`src/rtl/uart_lite_slave_pkg.sv`:
```
// ---------------------------------------------------------------------------
// uart_lite_pkg
// Shared definitions for the UART-lite AXI4-Lite slave:
//   - register offsets (decoded from address bits [3:2])
//   - STAT bit positions and CTRL flush bit positions
//   - AXI response codes
//   - read/write FSM state enums
//   - packStatus(): assembles the STAT word from the FIFO/overrun flags
// ---------------------------------------------------------------------------
package uart_lite_pkg;

  // Register selectors, i.e. address bits [3:2]
  localparam logic [1:0] REG_RX   = 2'd0;  // 0x0 : RX FIFO, read pops
  localparam logic [1:0] REG_TX   = 2'd1;  // 0x4 : TX FIFO, write pushes
  localparam logic [1:0] REG_STAT = 2'd2;  // 0x8 : status, read-only
  localparam logic [1:0] REG_CTRL = 2'd3;  // 0xC : control, write-only

  // STAT bit positions
  localparam int STAT_RX_NOT_EMPTY = 0;
  localparam int STAT_RX_FULL      = 1;
  localparam int STAT_TX_EMPTY     = 2;
  localparam int STAT_TX_FULL      = 3;
  localparam int STAT_RX_OVERRUN   = 5;

  // CTRL bit positions
  localparam int CTRL_TX_FLUSH = 0;
  localparam int CTRL_RX_FLUSH = 1;

  // AXI response codes
  localparam logic [1:0] RESP_OKAY   = 2'b00;
  localparam logic [1:0] RESP_SLVERR = 2'b10;

  typedef enum logic {R_IDLE, R_RESP} rdState_e;
  typedef enum logic {W_IDLE, W_RESP} wrState_e;

  // Builds the STAT word; every bit not listed stays zero.
  function automatic logic [31:0] packStatus(input logic rxNotEmpty,
                                             input logic rxFull,
                                             input logic txEmpty,
                                             input logic txFull,
                                             input logic overrun);
    logic [31:0] s;
    s = '0;
    s[STAT_RX_NOT_EMPTY] = rxNotEmpty;
    s[STAT_RX_FULL]      = rxFull;
    s[STAT_TX_EMPTY]     = txEmpty;
    s[STAT_TX_FULL]      = txFull;
    s[STAT_RX_OVERRUN]   = overrun;
    return s;
  endfunction

endpackage

```
`src/rtl/uart_lite_slave_if.sv`:
```
// ---------------------------------------------------------------------------
// uart_lite_slave_if
// AXI4-Lite bus bundle between a master and the UART-lite slave.
//   Read  : ARADDR[3:0] ARVALID ARREADY RDATA[31:0] RRESP[1:0] RVALID RREADY
//   Write : AWADDR[3:0] AWVALID AWREADY WDATA[31:0] WSTRB[3:0] WVALID WREADY
//           BRESP[1:0] BVALID BREADY
// Modports: master drives addresses/data/ready-for-response, slave answers.
// ---------------------------------------------------------------------------
interface uart_lite_slave_if;
  import uart_lite_pkg::*;

  logic [3:0]  ARADDR;
  logic        ARVALID;
  logic        ARREADY;
  logic [31:0] RDATA;
  logic [1:0]  RRESP;
  logic        RVALID;
  logic        RREADY;

  logic [3:0]  AWADDR;
  logic        AWVALID;
  logic        AWREADY;
  logic [31:0] WDATA;
  logic [3:0]  WSTRB;
  logic        WVALID;
  logic        WREADY;
  logic [1:0]  BRESP;
  logic        BVALID;
  logic        BREADY;

  modport master (
    output ARADDR, ARVALID, RREADY,
    output AWADDR, AWVALID, WDATA, WSTRB, WVALID, BREADY,
    input  ARREADY, RDATA, RRESP, RVALID,
    input  AWREADY, WREADY, BRESP, BVALID
  );

  modport slave (
    input  ARADDR, ARVALID, RREADY,
    input  AWADDR, AWVALID, WDATA, WSTRB, WVALID, BREADY,
    output ARREADY, RDATA, RRESP, RVALID,
    output AWREADY, WREADY, BRESP, BVALID
  );

endinterface

```
`src/rtl/uart_lite_slave_fifo.sv`:
```
// ---------------------------------------------------------------------------
// uart_fifo
// Synchronous FIFO with flush.
//   CLK, RST_N : clock, synchronous active-low reset
//   push_i     : write data_i (accepted when not full, or when popping too)
//   pop_i      : drop the head entry
//   flush_i    : empty the FIFO; wins over a same-cycle push/pop
//   data_o     : head entry, forced to zero while empty
//   full_o, empty_o, count_o : occupancy
// DEPTH must be a power of two so the pointers wrap naturally.
// ---------------------------------------------------------------------------
module uart_fifo #(
  parameter  int DEPTH = 16,
  parameter  int WIDTH = 8,
  localparam int PTR_W = $clog2(DEPTH)
) (
  input  logic             CLK,
  input  logic             RST_N,
  input  logic             push_i,
  input  logic             pop_i,
  input  logic             flush_i,
  input  logic [WIDTH-1:0] data_i,
  output logic [WIDTH-1:0] data_o,
  output logic             full_o,
  output logic             empty_o,
  output logic [PTR_W:0]   count_o
);

  localparam logic [PTR_W:0] FULL_COUNT = DEPTH[PTR_W:0];

  logic [WIDTH-1:0] mem_q [DEPTH];
  logic [PTR_W-1:0] wrPtr_q;
  logic [PTR_W-1:0] rdPtr_q;
  logic [PTR_W:0]   count_q;
  logic             doPush;
  logic             doPop;

  assign empty_o = (count_q == '0);
  assign full_o  = (count_q == FULL_COUNT);
  assign count_o = count_q;
  assign data_o  = empty_o ? '0 : mem_q[rdPtr_q];

  // A push into a full FIFO is only legal alongside a pop, and a pop of an
  // empty FIFO only alongside a push, so push+pop always leaves count alone.
  assign doPush = push_i & (~full_o  | pop_i);
  assign doPop  = pop_i  & (~empty_o | push_i);

  // Pointers and occupancy; flush behaves like reset.
  always_ff @(posedge CLK) begin
    if (!RST_N || flush_i) begin
      wrPtr_q <= '0;
      rdPtr_q <= '0;
      count_q <= '0;
    end else begin
      if (doPush) wrPtr_q <= wrPtr_q + 1'b1;
      if (doPop)  rdPtr_q <= rdPtr_q + 1'b1;
      case ({doPush, doPop})
        2'b10:   count_q <= count_q + 1'b1;
        2'b01:   count_q <= count_q - 1'b1;
        default: count_q <= count_q;
      endcase
    end
  end

  // Storage has no reset; data_o masks it until something is written.
  always_ff @(posedge CLK) begin
    if (doPush && !flush_i) mem_q[wrPtr_q] <= data_i;
  end

endmodule

```
`src/rtl/uart_lite_slave.sv`:
```
// ---------------------------------------------------------------------------
// uart_lite_slave
// AXI4-Lite register front end for a UART byte stream.
//   CLK, RST_N : clock, synchronous active-low reset
//   bus        : AXI4-Lite slave port (uart_lite_slave_if.slave)
//   TX_DATA/TX_VALID/TX_READY : outgoing bytes, head of the TX FIFO
//   RX_DATA/RX_VALID          : incoming bytes, one-cycle strobe each
// Registers: 0x0 RX pop, 0x4 TX push, 0x8 STAT, 0xC CTRL (flush bits).
// Read and write paths are independent FSMs.
// ---------------------------------------------------------------------------
module uart_lite_slave
  import uart_lite_pkg::*;
#(
  parameter int FIFO_DEPTH = 16
) (
  input  logic               CLK,
  input  logic               RST_N,
  uart_lite_slave_if.slave   bus,
  output logic [7:0]         TX_DATA,
  output logic               TX_VALID,
  input  logic               TX_READY,
  input  logic [7:0]         RX_DATA,
  input  logic               RX_VALID
);

  localparam int CNT_W = $clog2(FIFO_DEPTH) + 1;

  rdState_e    rState_q;
  logic [31:0] rdata_q;
  logic [1:0]  rresp_q;

  wrState_e    wState_q;
  logic        awDone_q;
  logic        wDone_q;
  logic [1:0]  awAddr_q;
  logic [7:0]  wData_q;
  logic        wStrb0_q;
  logic [1:0]  bresp_q;

  logic        overrun_q;

  logic [7:0]       rxData;
  logic             rxFull, rxEmpty, txFull, txEmpty;
  logic [CNT_W-1:0] rxCount, txCount;

  logic        arHs, awHs, wHs;
  logic        rxPop, txPop, txPush, rxFlush, txFlush;
  logic        doAction, txWrite, txDrop, ctrlWrite;
  logic        overrunSet, overrunClr;
  logic [1:0]  wrResp;
  logic [31:0] statusWord;
  logic [31:0] rdMux;
  logic        unusedBits;

  assign bus.ARREADY = (rState_q == R_IDLE);
  assign bus.RVALID  = (rState_q == R_RESP);
  assign bus.RDATA   = rdata_q;
  assign bus.RRESP   = rresp_q;

  assign bus.AWREADY = (wState_q == W_IDLE) & ~awDone_q;
  assign bus.WREADY  = (wState_q == W_IDLE) & ~wDone_q;
  assign bus.BVALID  = (wState_q == W_RESP);
  assign bus.BRESP   = bresp_q;

  assign arHs = bus.ARVALID & bus.ARREADY;
  assign awHs = bus.AWVALID & bus.AWREADY;
  assign wHs  = bus.WVALID  & bus.WREADY;

  // RX pops only on a real byte; an empty read just returns the zero head.
  assign rxPop = arHs & (bus.ARADDR[3:2] == REG_RX) & ~rxEmpty;
  assign txPop = TX_VALID & TX_READY;

  // The register action fires the cycle after both AW and W are latched.
  assign doAction  = (wState_q == W_IDLE) & awDone_q & wDone_q;
  assign txWrite   = doAction & (awAddr_q == REG_TX) & wStrb0_q;
  assign txDrop    = txWrite & txFull & ~txPop;
  assign txPush    = txWrite & ~txDrop;
  assign wrResp    = txDrop ? RESP_SLVERR : RESP_OKAY;
  assign ctrlWrite = doAction & (awAddr_q == REG_CTRL);
  assign txFlush   = ctrlWrite & wData_q[CTRL_TX_FLUSH];
  assign rxFlush   = ctrlWrite & wData_q[CTRL_RX_FLUSH];

  // A strobe into a full FIFO is only lost if no pop frees a slot.
  assign overrunSet = RX_VALID & rxFull & ~rxPop;
  assign overrunClr = arHs & (bus.ARADDR[3:2] == REG_STAT);

  assign statusWord = packStatus(~rxEmpty, rxFull, txEmpty, txFull, overrun_q);

  assign TX_VALID = ~txEmpty;

  assign unusedBits = ^{bus.ARADDR[1:0], bus.AWADDR[1:0], bus.WDATA[31:8],
                        bus.WSTRB[3:1], rxCount, txCount};

  // Read data selection at AR handshake time.
  always_comb begin
    rdMux = '0;
    case (bus.ARADDR[3:2])
      REG_RX:   rdMux = {24'h0, rxData};
      REG_STAT: rdMux = statusWord;
      default:  rdMux = '0;
    endcase
  end

  // Read FSM: capture the response on the AR handshake, hold until RREADY.
  always_ff @(posedge CLK) begin
    if (!RST_N) begin
      rState_q <= R_IDLE;
      rdata_q  <= '0;
      rresp_q  <= RESP_OKAY;
    end else begin
      case (rState_q)
        R_IDLE: begin
          if (bus.ARVALID) begin
            rdata_q  <= rdMux;
            rresp_q  <= RESP_OKAY;
            rState_q <= R_RESP;
          end
        end
        R_RESP: begin
          if (bus.RREADY) rState_q <= R_IDLE;
        end
        default: rState_q <= R_IDLE;
      endcase
    end
  end

  // Write FSM: AW and W are latched independently, then one action cycle
  // produces BRESP and moves to W_RESP until BREADY.
  always_ff @(posedge CLK) begin
    if (!RST_N) begin
      wState_q <= W_IDLE;
      awDone_q <= 1'b0;
      wDone_q  <= 1'b0;
      awAddr_q <= '0;
      wData_q  <= '0;
      wStrb0_q <= 1'b0;
      bresp_q  <= RESP_OKAY;
    end else begin
      case (wState_q)
        W_IDLE: begin
          if (awDone_q && wDone_q) begin
            bresp_q  <= wrResp;
            awDone_q <= 1'b0;
            wDone_q  <= 1'b0;
            wState_q <= W_RESP;
          end else begin
            if (awHs) begin
              awDone_q <= 1'b1;
              awAddr_q <= bus.AWADDR[3:2];
            end
            if (wHs) begin
              wDone_q  <= 1'b1;
              wData_q  <= bus.WDATA[7:0];
              wStrb0_q <= bus.WSTRB[0];
            end
          end
        end
        W_RESP: begin
          if (bus.BREADY) wState_q <= W_IDLE;
        end
        default: wState_q <= W_IDLE;
      endcase
    end
  end

  // Sticky overrun flag; a new overrun beats a same-cycle STAT read clear.
  always_ff @(posedge CLK) begin
    if (!RST_N)          overrun_q <= 1'b0;
    else if (overrunSet) overrun_q <= 1'b1;
    else if (overrunClr) overrun_q <= 1'b0;
  end

  uart_fifo #(.DEPTH(FIFO_DEPTH), .WIDTH(8)) u_rxFifo (
    .CLK     (CLK),
    .RST_N   (RST_N),
    .push_i  (RX_VALID),
    .pop_i   (rxPop),
    .flush_i (rxFlush),
    .data_i  (RX_DATA),
    .data_o  (rxData),
    .full_o  (rxFull),
    .empty_o (rxEmpty),
    .count_o (rxCount)
  );

  uart_fifo #(.DEPTH(FIFO_DEPTH), .WIDTH(8)) u_txFifo (
    .CLK     (CLK),
    .RST_N   (RST_N),
    .push_i  (txPush),
    .pop_i   (txPop),
    .flush_i (txFlush),
    .data_i  (wData_q),
    .data_o  (TX_DATA),
    .full_o  (txFull),
    .empty_o (txEmpty),
    .count_o (txCount)
  );

endmodule

```
`src/flat_wrapper.sv`:
```
// flat-port wrapper written by rule: the top's interface ports become plain ports
module uart_lite_slave_flat import uart_lite_pkg::*;
#(
  parameter int FIFO_DEPTH = 16
)
  (CLK, RST_N, TX_DATA, TX_VALID, TX_READY, RX_DATA, RX_VALID, bus_ARADDR, bus_ARVALID, bus_RREADY, bus_AWADDR, bus_AWVALID, bus_WDATA, bus_WSTRB, bus_WVALID, bus_BREADY, bus_ARREADY, bus_RDATA, bus_RRESP, bus_RVALID, bus_AWREADY, bus_WREADY, bus_BRESP, bus_BVALID);
  uart_lite_slave_if bus_i ();
  input  logic CLK;
  input  logic RST_N;
  output logic [7:0] TX_DATA;
  output logic TX_VALID;
  input  logic TX_READY;
  input  logic [7:0] RX_DATA;
  input  logic RX_VALID;
  input wire logic [$bits(bus_i.ARADDR)-1:0] bus_ARADDR;
  input wire logic [$bits(bus_i.ARVALID)-1:0] bus_ARVALID;
  input wire logic [$bits(bus_i.RREADY)-1:0] bus_RREADY;
  input wire logic [$bits(bus_i.AWADDR)-1:0] bus_AWADDR;
  input wire logic [$bits(bus_i.AWVALID)-1:0] bus_AWVALID;
  input wire logic [$bits(bus_i.WDATA)-1:0] bus_WDATA;
  input wire logic [$bits(bus_i.WSTRB)-1:0] bus_WSTRB;
  input wire logic [$bits(bus_i.WVALID)-1:0] bus_WVALID;
  input wire logic [$bits(bus_i.BREADY)-1:0] bus_BREADY;
  output wire logic [$bits(bus_i.ARREADY)-1:0] bus_ARREADY;
  output wire logic [$bits(bus_i.RDATA)-1:0] bus_RDATA;
  output wire logic [$bits(bus_i.RRESP)-1:0] bus_RRESP;
  output wire logic [$bits(bus_i.RVALID)-1:0] bus_RVALID;
  output wire logic [$bits(bus_i.AWREADY)-1:0] bus_AWREADY;
  output wire logic [$bits(bus_i.WREADY)-1:0] bus_WREADY;
  output wire logic [$bits(bus_i.BRESP)-1:0] bus_BRESP;
  output wire logic [$bits(bus_i.BVALID)-1:0] bus_BVALID;
  assign bus_i.ARADDR = bus_ARADDR;
  assign bus_i.ARVALID = bus_ARVALID;
  assign bus_i.RREADY = bus_RREADY;
  assign bus_i.AWADDR = bus_AWADDR;
  assign bus_i.AWVALID = bus_AWVALID;
  assign bus_i.WDATA = bus_WDATA;
  assign bus_i.WSTRB = bus_WSTRB;
  assign bus_i.WVALID = bus_WVALID;
  assign bus_i.BREADY = bus_BREADY;
  assign bus_ARREADY = bus_i.ARREADY;
  assign bus_RDATA = bus_i.RDATA;
  assign bus_RRESP = bus_i.RRESP;
  assign bus_RVALID = bus_i.RVALID;
  assign bus_AWREADY = bus_i.AWREADY;
  assign bus_WREADY = bus_i.WREADY;
  assign bus_BRESP = bus_i.BRESP;
  assign bus_BVALID = bus_i.BVALID;
  uart_lite_slave #(.FIFO_DEPTH(FIFO_DEPTH)) u_core (.CLK(CLK), .RST_N(RST_N), .bus(bus_i), .TX_DATA(TX_DATA), .TX_VALID(TX_VALID), .TX_READY(TX_READY), .RX_DATA(RX_DATA), .RX_VALID(RX_VALID));
endmodule
```
`config.mk`:
```
export PLATFORM = sky130hd
export DESIGN_NAME = uart_lite_slave_flat
export DESIGN_NICKNAME = d
export VERILOG_FILES = /design/src/rtl/uart_lite_slave_pkg.sv /design/src/rtl/uart_lite_slave_if.sv /design/src/rtl/uart_lite_slave_fifo.sv /design/src/rtl/uart_lite_slave.sv /design/src/flat_wrapper.sv
export SDC_FILE = /design/constraint.sdc
export NUM_CORES = 1
export LEC_CHECK = 0
export CAP_MARGIN = 20
export CORE_ASPECT_RATIO = 2
export CORE_MARGIN = 5
export CORE_UTILIZATION = 32
export CTS_CLUSTER_DIAMETER = 40
export CTS_CLUSTER_SIZE = 8
export DETAILED_ROUTE_END_ITERATION = 10
export GPL_TIMING_DRIVEN = 0
export PLACE_DENSITY = 0.46
export SYNTH_ARGS = -nofsm -noshare
export SYNTH_HDL_FRONTEND = slang
export SYNTH_HIERARCHICAL = 1
export SYNTH_SLANG_ARGS = --single-unit
```
`constraint.sdc`:
```
create_clock -name CLK -period 9.7 [get_ports CLK]
set_input_delay 0.97 -clock CLK [delete_from_list [all_inputs] [get_ports CLK]]
set_output_delay 0.97 -clock CLK [all_outputs]
set_load 0.005 [all_outputs]
```
==> flow_summary.yaml, run 1 <==
floorplan:
  io_pins: 111
  dieWidth_um: 153
  fp-row-count: 104
  die_h_um: 296
  dieArea_um2: 45200
  fp.coreArea_um2: 40300
  start_util_pct: 32.4
sta:
  skew_ns: 0.0214
  worst_slew_pin_slew_ns: 1.04
  hold_violations: 0
  fmax_mhz: 225
  timing.hold.ws_ns: 0.469
  slew_headroom_pct: 30.2
  rsz0062_at_grt: "no"
  setup_viol: 0
  finalCritPeriodShare_pct: 45.8
  period_needed_ns: 4.45
  setup_tns_ns: 0
  slew_violations: 0
critical_path:
  cp.depth: 13
  cp-start-kind: "flop"
  cp_cell_sequence: "or4_1 -> buf_2 -> nor2_1 -> inv_1 -> and2_1 -> o31ai_4 -> ha_1 -> inv_1 -> fa_1 -> nand2b_1 -> a21oi_1 -> mux2i_1 -> mux2i_1"
  worst-path-buf-inv: 3
  required_ns: 10.17
  cpPeakStageDelay_ns: 0.75
  cpLargestDelayFamily: "simple AND/OR/NAND/NOR gates"
  cp.arrival_ns: 4.91
  end_kind: "flop"
  crit_path_max_fanout: 10
  rr_worst_depth: 13
  crit_type: "flop to flop"
  crit_slowest_cell: "nor2_1"
cts:
  clockBufferDepth: 3
  cts_buffers: 49
  root_buffer: "clkbuf_16"
  path_clk_slew_ns: 0.05
  holdBufCountCts: 0
  htreeDepth: 2
  cts_tree: "built"
  worstSkewPairLatency_ns: 0.55
  cts_setup_buffers: 0
  cts_resized: 0
  clock_sinks: 315
grt:
  grt_overflow_total: 0
  grt_max_degree: 19
  grt_pass1_vias: 7606
  track_usage_pct: 14.2
  grt_pass1_wl_mm: 48.1
  antenna_found_initial: 1
synth:
  synth_mux_area_share_pct: 13.4
  netlist.area_leader.share_pct: 58.9
  synthesis.instances: 795
  ys.flop_type: "edfxtp_1"
  async_flop_share_pct: 0
  yosysSeqAreaShare_pct: 67.9
  synth-compound-area-share_pct: 4.19
  avgSynthCellArea_um2: 16.4
  synth_fa_ha_area_share_pct: 2.03
  synth_edf_count: 256
  yosysUniqueCellTypes: 57
  synth_warnings: 6
  ys_seq_elements: 315
  synthXorXnorAreaFrac_pct: 1.01
  yosys.area_share.simple_pct: 7.82
  syn-cell-area_um2: 13100
  yosys.area.top_type: "edfxtp_1"
  synth_top_family_by_area: "multiplexers"
  synth_area_leaders: "edfxtp_1 (59%), mux4_2 (11%), dfxtp_1 (9.0%)"
run_status:
  status: "finished clean"
worst_hold_path:
  min_delay_path_depth: 2
  hold_class: "flop to flop"
placement:
  gp_congestion: 0.736
  dp_hpwl_mm: 23.3
  placed_cell_area_um2: 14400
  port-buffer-count: 52
finish:
  area_growth_pct: 21.3
  design_area_um2: 15800
  mostFrequentLayoutCell: "edfxtp_1"
  mostFrequentLayoutCells: "edfxtp_1 (256), nor2_1 (69), mux4_2 (64)"
  fin_nets: 1007
  drive_above_1_share_pct: 19.7
power_and_ir_drop:
  p_int_mw: 2.51
  p_comb_share_pct: 3.6
  power.leakage_nw: 5.31
  ir_drop_uv: 124
  p_switching_uw: 672
  clockPowerShare_pct: 49.3
  p_total_mw: 3.19
  p_sw_share_pct: 21.1
  cellPowerDensity_nw_per_um2: 201
  p_seq_share_pct: 47.1
routing:
  ant_nets: 0
  drt_iter0_drc: 334
  totalWireLength_mm: 31.9
  drc: 0
  drt_pre_antenna_iters: 4
  via_per_inst: 4.67
  wl_per_cell_um: 21.3
  dr_total_vias: 6990
run:
  maxCapViolCount: 0
## stage by stage
stage                     setup slack (ns)  std cells  util, %
after CTS                             5.20       1495     39.3
after global placement                4.84       1403     35.5
after detailed placement              5.15       1405     35.6
final                                 5.25       1496     39.3
after global routing                  4.96       1495     39.3
after floorplan                       6.10        821        -
## flip-flops by register name, indices dropped and copies added (netlist names), named ones only
name	count
u_core/bus.BRESP	1
u_core/wDone_q	1
u_core/awAddr_q	2
u_core/wData_q	8
u_core/u_txFifo/wrPtr_q	4
u_core/u_rxFifo/rdPtr_q	4
u_core/wStrb0_q	1
u_core/u_txFifo/mem_q	128
u_core/bus.RVALID	1
u_core/u_rxFifo/wrPtr_q	4
u_core/u_txFifo/count_o	5
u_core/awDone_q	1
u_core/bus.RDATA	8
u_core/overrun_q	1
u_core/u_txFifo/rdPtr_q	4
u_core/u_rxFifo/count_o	5
u_core/bus.BVALID	1
u_core/u_rxFifo/mem_q	128
## kinds of logic after synthesis
| family | count (synthesis) |
|---|---|
| XOR/XNOR | 15 |
| flip-flops | 315 |
| adder cells (fa/ha/maj) | 20 |
| multiplexers | 95 |
| AO/OA/AOI/OAI | 72 |
| AND/OR/NAND/NOR | 192 |
| buffers and inverters | 85 |
| other | 1 |
## cell usage after synthesis, types with 14 or more instances
cell	n
clkbuf_1	14
buf_4	29
nor2b_1	21
mux4_2	64
ha_1	18
nor2_1	69
edfxtp_1	256
nand2_1	16
mux2i_1	31
dfxtp_1	59
inv_1	19
buf_2	15
a21oi_1	17
and2_1	14
nand3_1	24
a211oi_1	32
## layout make-up
class                           count  area (um2)
Fill cell                        3811       24500
Sequential cell                   315        8870
Multi-Input combinational cell    421        3830
Clock buffer                       79        1360
Tap cell                          530         663
Timing Repair Buffer               54         539
Buffer                             65         395
Clock inverter                     11         108
Inverter                           20        75.1
Antenna cell                        1        2.50
## path summary, 6_finish.rpt
| kind | start | endpoint | slack, ns |
|---|---|---|---|
| max | u_core/u_rxFifo/count_o[0] | u_core/u_rxFifo/count_o[4] | 5.25 |
| min | u_core/bus.RDATA[1] | u_core/bus.RDATA[1] | 0.47 |
| max reg2reg | u_core/u_rxFifo/count_o[0] | u_core/u_rxFifo/count_o[4] | 5.25 |
| min reg2reg | u_core/bus.RDATA[1] | u_core/bus.RDATA[1] | 0.47 |
## power by group through the flow
stage | registers [mW] | clock network [mW] | logic [mW]
detailed placement | 1.53 | 0 | 0.116
floorplan | 1.52 | 0 | 0.0665
global placement | 1.53 | 0 | 0.113
finish | 1.50 | 1.57 | 0.114
global route | 1.50 | 1.68 | 0.126
CTS | 1.50 | 1.63 | 0.117
## per-layer routing
| layer | share of wire (%) | track usage, % | up-vias |
|---|---|---|---|
| met4 | 3.6 | 5.68 | 0 |
| li1 | - | - | 3293 |
| met2 | 60 | 29.4 | 125 |
| met3 | 2.9 | 2.47 | 67 |
| met1 | 34 | 13.3 | 3505 |
| met5 | 0 | 0 | - |
## tightest hold or removal path: stages (launching register included)
cell and delay (ns):
dfxtp_1 0.30, nand3_1 0.06, nand3_1 0.05
(Power assumes the default switching activity.)
==> run 2: changes to the inputs <==
--- a/config.mk
+++ b/config.mk
@@ -13,7 +13,7 @@
 export CTS_CLUSTER_SIZE = 8
 export DETAILED_ROUTE_END_ITERATION = 10
 export GPL_TIMING_DRIVEN = 0
-export PLACE_DENSITY = 0.46
+export PLACE_DENSITY = 0.48
 export SYNTH_ARGS = -nofsm -noshare
 export SYNTH_HDL_FRONTEND = slang
 export SYNTH_HIERARCHICAL = 1
==> constraint.sdc (replaced) <==
create_clock -name CLK -period 3.8 [get_ports CLK]
set_input_delay 0.38 -clock CLK [delete_from_list [all_inputs] [get_ports CLK]]
set_output_delay 0.38 -clock CLK [all_outputs]
set_load 0.005 [all_outputs]
==> run 2 against run 1 <==
Clock-buffer cell count decreased by 13. Critical path depth increased by 1. Utilization about the same. Setup slack worse by 5.0 ns. Clock power rose by 150%. Maximum frequency is 27% higher. Combinational power grew to 2.6 times the previous value. Via count rose by 0.62%. Total power grew to 2.5 times the previous value. Largest power group unchanged.
==> flow_summary.yaml, run 2 (synthesized netlist as in run 1, its figures left out) <==
grt:
  grt_pass1_wl_mm: 47.5
  track_usage_pct: 14.0
  grt_overflow_total: 0
  grt_pass1_vias: 7596
  antenna_found_initial: 1
  grt_max_degree: 19
floorplan:
  die_h_um: 296
  dieWidth_um: 153
  fp-row-count: 104
  dieArea_um2: 45200
  start_util_pct: 32.4
  fp.coreArea_um2: 40300
  io_pins: 111
power_and_ir_drop:
  power.leakage_nw: 5.32
  ir_drop_uv: 371
  p_total_mw: 8.05
  cellPowerDensity_nw_per_um2: 509
finish:
  reg_top3: "u_core/u_rxFifo/mem_q (128), u_core/u_txFifo/mem_q (128)"
  mostFrequentLayoutCell: "edfxtp_1"
  finalNonFillerCells: 1485
  mostFrequentLayoutCells: "edfxtp_1 (256), nor2_1 (68), mux4_2 (64)"
  fin_nets: 1009
  area_growth_pct: 21.2
  drive_above_1_share_pct: 20.2
cts:
  cts_tree: "built"
  cts_buffers: 48
  path_clk_slew_ns: 0.05
  clockBufferDepth: 3
  clock_sinks: 315
  htreeDepth: 2
  worstSkewPairLatency_ns: 0.55
  root_buffer: "clkbuf_16"
critical_path:
  crit_path_max_fanout: 10
  cp_cell_sequence: "or4_4 -> nor2_4 -> nand2b_1 -> inv_1 -> nor2b_2 -> a21boi_2 -> inv_1 -> ha_1 -> inv_1 -> fa_1 -> nand2b_1 -> a21oi_1 -> mux2i_1 -> mux2i_1"
  crit_slowest_cell: "or4_4"
  crit_type: "flop to flop"
  rr_startpoint: "u_core/u_txFifo/count_o[0]"
  cp-start-kind: "flop"
  rr_worst_depth: 14
  cpMostUsedCell: "inv_1"
  worst-path-buf-inv: 3
  rrSetupSlack_ns: 0.29
  required_ns: 4.28
  r2r_end: "u_core/u_txFifo/count_o[4]"
  cpLargestDelayFamily: "simple AND/OR/NAND/NOR gates"
  end_kind: "flop"
  cp.arrival_ns: 3.98
  cpPeakStageDelay_ns: 0.61
placement:
  placedCellCount: 1405
  post-place-ws_ns: -0.600
  port-buffer-count: 52
  gp_congestion: 0.729
  dp_hpwl_mm: 22.9
routing:
  drt_pre_antenna_iters: 4
  drc: 0
  wl_per_cell_um: 21.2
  dr_total_vias: 7033
  totalWireLength_mm: 31.4
  drt_iter0_drc: 220
  ant_nets: 0
  via_per_inst: 4.74
sta:
  setup_viol: 0
  finalCritPeriodShare_pct: 92.3
  timing.hold.ws_ns: 0.442
  slew_headroom_pct: 30.0
  skew_ns: 0.0262
  hold_violations: 0
  layout_setup_ws_ns: 0.294
  fmax_mhz: 285
  worst_slew_pin_slew_ns: 1.05
  period_needed_ns: 3.51
  rsz0062_at_grt: "no"
  slew_violations: 0
worst_hold_path:
  worstHoldStart: "bus_BREADY"
  hold_class: "primary input to flop"
  hold_end: "u_core/bus.BVALID"
  min_delay_path_depth: 4
run:
  maxCapViolCount: 0
run_status:
  status: "finished clean"
[run 2: routing by layer]
metal	share of wire, %	global-route usage (%)	vias to the layer above
met5	0	0	-
met4	3.6	5.59	0
met3	3.8	2.66	58
met2	59	28.7	140
met1	34	13.3	3547
li1	-	-	3288
[run 2: through the flow]
stage	instance area (um2)	util, %	setup TNS (ns)
detailed placement	14400	35.6	-1.45
floorplan	13200	-	0
finish	15800	39.2	0
CTS	15800	39.2	0
global placement	14300	35.5	-7.11
global route	15800	39.2	0
[run 2: what timing repair did]
| item | CTS | global route |
|---|---|---|
| setup buffers | 1 | 2 |
| gates resized for setup | 3 | 2 |
| setup endpoints to repair | 5 | 2 |
| hold endpoints to repair | 0 | 0 |
| hold buffers | 0 | 0 |
| pin swaps | 1 | 2 |
[run 2: how the worst max path moves through the flow]
stage,end,cells past startpoint,slack [ns],startpoint
4_1_cts,u_core/u_txFifo/count_o[4],14,0.06,u_core/u_txFifo/count_o[0]
3_3_place_gp,u_core/u_rxFifo/count_o[4],13,-0.57,u_core/u_rxFifo/count_o[0]
2_1_floorplan,u_core/u_rxFifo/count_o[4],13,0.20,u_core/u_rxFifo/count_o[0]
3_5_place_dp,u_core/u_rxFifo/count_o[4],13,-0.60,u_core/u_rxFifo/count_o[0]
5_1_grt,u_core/u_txFifo/count_o[4],14,0.04,u_core/u_txFifo/count_o[0]
6_report,u_core/u_txFifo/count_o[4],14,0.29,u_core/u_txFifo/count_o[0]
[run 2: area by class of cell]
| cell class | instances | area [um2] |
|---|---|---|
| diodes | 1 | 2.50 |
| plain buffers | 65 | 395 |
| clock buffers | 66 | 1280 |
| clock inverters | 10 | 129 |
| fillers | 3786 | 24500 |
| inverters | 20 | 75.1 |
| multi-input cells | 421 | 3850 |
| flip-flops and latches | 315 | 8870 |
| well taps | 530 | 663 |
| repair buffers | 57 | 562 |
[run 2: power breakdown]
group | internal (mW) | switching (mW)
clock | 2.46 | 1.46
combinational | 0.137 | 0.161
sequential | 3.78 | 0.0532
[run 2: worst register-to-register path, stage by stage, from the launching register on]
cell and delay, ns:
dfxtp_1 0.37, or4_4 0.61, nor2_4 0.14, nand2b_1 0.16, inv_1 0.13, nor2b_2 0.19
a21boi_2 0.16, inv_1 0.10, ha_1 0.26, inv_1 0.11, fa_1 0.40, nand2b_1 0.17
a21oi_1 0.17, mux2i_1 0.28, mux2i_1 0.20
==> variant: new RTL, settings of run 1 <==
Reset style: asynchronous (`RST_N`), changed in 3 clocked blocks. Comments in the files are not updated.
--- a/src/rtl/uart_lite_slave.sv
+++ b/src/rtl/uart_lite_slave.sv
@@ -102,7 +102,7 @@
   end
 
   // Read FSM: capture the response on the AR handshake, hold until RREADY.
-  always_ff @(posedge CLK) begin
+  always_ff @(posedge CLK or negedge RST_N) begin
     if (!RST_N) begin
       rState_q <= R_IDLE;
       rdata_q  <= '0;
@@ -126,7 +126,7 @@
 
   // Write FSM: AW and W are latched independently, then one action cycle
   // produces BRESP and moves to W_RESP until BREADY.
-  always_ff @(posedge CLK) begin
+  always_ff @(posedge CLK or negedge RST_N) begin
     if (!RST_N) begin
       wState_q <= W_IDLE;
       awDone_q <= 1'b0;
@@ -164,7 +164,7 @@
   end
 
   // Sticky overrun flag; a new overrun beats a same-cycle STAT read clear.
-  always_ff @(posedge CLK) begin
+  always_ff @(posedge CLK or negedge RST_N) begin
     if (!RST_N)          overrun_q <= 1'b0;
     else if (overrunSet) overrun_q <= 1'b1;
     else if (overrunClr) overrun_q <= 1'b0;
Check against the original RTL: differs if RST_N is asserted again (counterexample within 4 cycles, from zero or initial values and one cycle with RST_N low); with RST_N held inactive, the same outputs for 4 cycles.
==> variant against run 1 <==
Wire length rose by 1.1%; area after synthesis rose by 0.53%; final area rose by 0.19%; clock skew fell by 0.0056 ns; sequential cell count did not move; global-route usage rose by 0.24 points; worst setup slack improved by 0.35 ns; worst hold slack improved by 0.012 ns; critical endpoint unchanged.
Power is not compared: it rests on default switching activity, and its combinational part moved more than twofold at a synthesized area within 25%.
==> variant: results (changes against run 1) <==
[status]
status=finished, final reports clean

[placed_design]
place_hpwl_mm=23.36  ; +0.14%
dp_slack_ns=5.031  ; -0.1209 ns
port_buffers=51  ; -1.9%
place_inst=1383  ; -1.6%
placed_cell_area_mm2=0.01440  ; +0.22%
routabilityCongestion=0.7494  ; +1.8%

[sta]
clock_skew_ns=0.01582  ; -0.005553 ns
whs_ns=0.4806  ; +0.01213 ns
slew_headroom_pct=27.39  ; -2.8 points

[pwr]
ir_drop_v=0.0001247
pg_comb_uw=268
p_int_mw=2.732
powerDensity_mw_per_mm2=225.3
p_leak_nw=5.375

[worst_setup_path]
r2r.worst_path.cells=14  ; +1
worstReg2RegStart=u_core/u_txFifo/count_o[0]
r2r_end=u_core/u_txFifo/count_o[4]
rrSetupSlack_ns=5.63  ; +0.38 ns
worstPathMaxFanout=10  ; unchanged
critPathArrivalTime_ns=4.57  ; -0.34 ns

[route]
first_pass_iters=4  ; unchanged
wl_mm=32.26  ; +1.1%
vias=6863  ; -1.8%
drtIter0Drc=323  ; -3.3%
viasPerCell=4.678  ; +0.12%

[finish]
diodes=0  ; -1
largestRegisters=u_core/u_rxFifo/mem_q (128), u_core/u_txFifo/mem_q (128)
drive_gt1_share_pct=22.21  ; +2.5 points
fin_nets=980  ; -2.7%

[global_route]
grt_pass1_vias=7548  ; -0.76%
grt_usage_pct=14.40  ; +0.24 points
grt_start_max_net_pins=30  ; +11
grt_antenna_before_repair=0  ; -1
grt_pass1_wl_mm=48.46  ; +0.67%

[worst_hold_path]
hold_start=u_core/bus.BRESP[1]
holdPathEnd=u_core/bus.BRESP[1]
min_path_cells=2  ; unchanged
hold_class=flop to flop

[clocking]
cts-root-buf=clkbuf_16
cts_max_path_buffers=3  ; unchanged
h-tree-depth=2  ; unchanged
worstSkewPairLatency_ns=0.55  ; about the same
ctsResizeCount=0  ; unchanged
clk_pin_slew_ns=0.05  ; about the same
cts_setup_buffers=0  ; unchanged

[synth]
postSynthCellCount=771  ; -3.0%
yosys-top-cells-count=edfxtp_1, mux4_2, nor2_1, dfxtp_1, a211oi_1
synth-async-reset-ratio_pct=7.937  ; +7.9 points
seq_area_frac_synth_pct=68.51  ; +0.60 points
synth_edf_count=256  ; unchanged
yosysUniqueCellTypes=52  ; -8.8%
ys_top_cells_by_area=edfxtp_1, mux4_2, dfxtp_1

## variant: logic make-up after synthesis
| family | synth area share [%] |
|---|---|
| adders and majority gates | 2.021 |
| AOI/OAI and AO/OA | 4.098 |
| muxes | 14.09 |
| xor gates and xnor gates | 1.068 |
| DFF | 68.51 |
| and+or+nand+nor | 6.500 |
| buffers and inverters | 3.688 |
| other | 0.02857 |
## variant: metal layers
layer,share of wire [%],GRT usage (%)
met5,0,0
met4,4.0,6.461
met3,3.4,2.329
met2,62,30.71
met1,31,12.63
## variant: cell type report
class / count / area (um^2)
plain buffers: 61 / 409.1
inverters: 20 / 75.07
clock buffers: 75 / 1418
repair buffers: 51 / 505.5
multi-input cells: 401 / 3747
fillers: 3787 / 24990
clock inverters: 9 / 50.05
well taps: 535 / 669.4
flip-flops and latches: 315 / 8994
## variant: critical path, stage by stage
cell and delay, ns:
clkdlybuf4s50_1 0.47, or3b_1 0.37, buf_6 0.16, nor3_1 0.51
nor2b_1 0.19, a21boi_2 0.42, inv_1 0.09, ha_1 0.29
ha_1 0.36, nand2b_1 0.07, a21oi_1 0.16, mux2i_1 0.30
mux2i_1 0.21
## variant: worst max-delay path by stage
stage                                      end  slack [ns]                  startpoint  depth (start not counted)
global route        u_core/u_txFifo/count_o[4]        5.33  u_core/u_txFifo/count_o[0]                         14
detailed placement  u_core/u_rxFifo/count_o[4]        5.03                 bus_ARVALID                         13
floorplan           u_core/u_rxFifo/count_o[4]        6.03               bus_ARADDR[2]                         12
finish              u_core/u_rxFifo/count_o[4]        5.60                 bus_ARVALID                         13
global placement    u_core/u_rxFifo/count_o[4]        4.97                 bus_ARVALID                         13
CTS                 u_core/u_txFifo/count_o[4]        5.53  u_core/u_txFifo/count_o[0]                         14
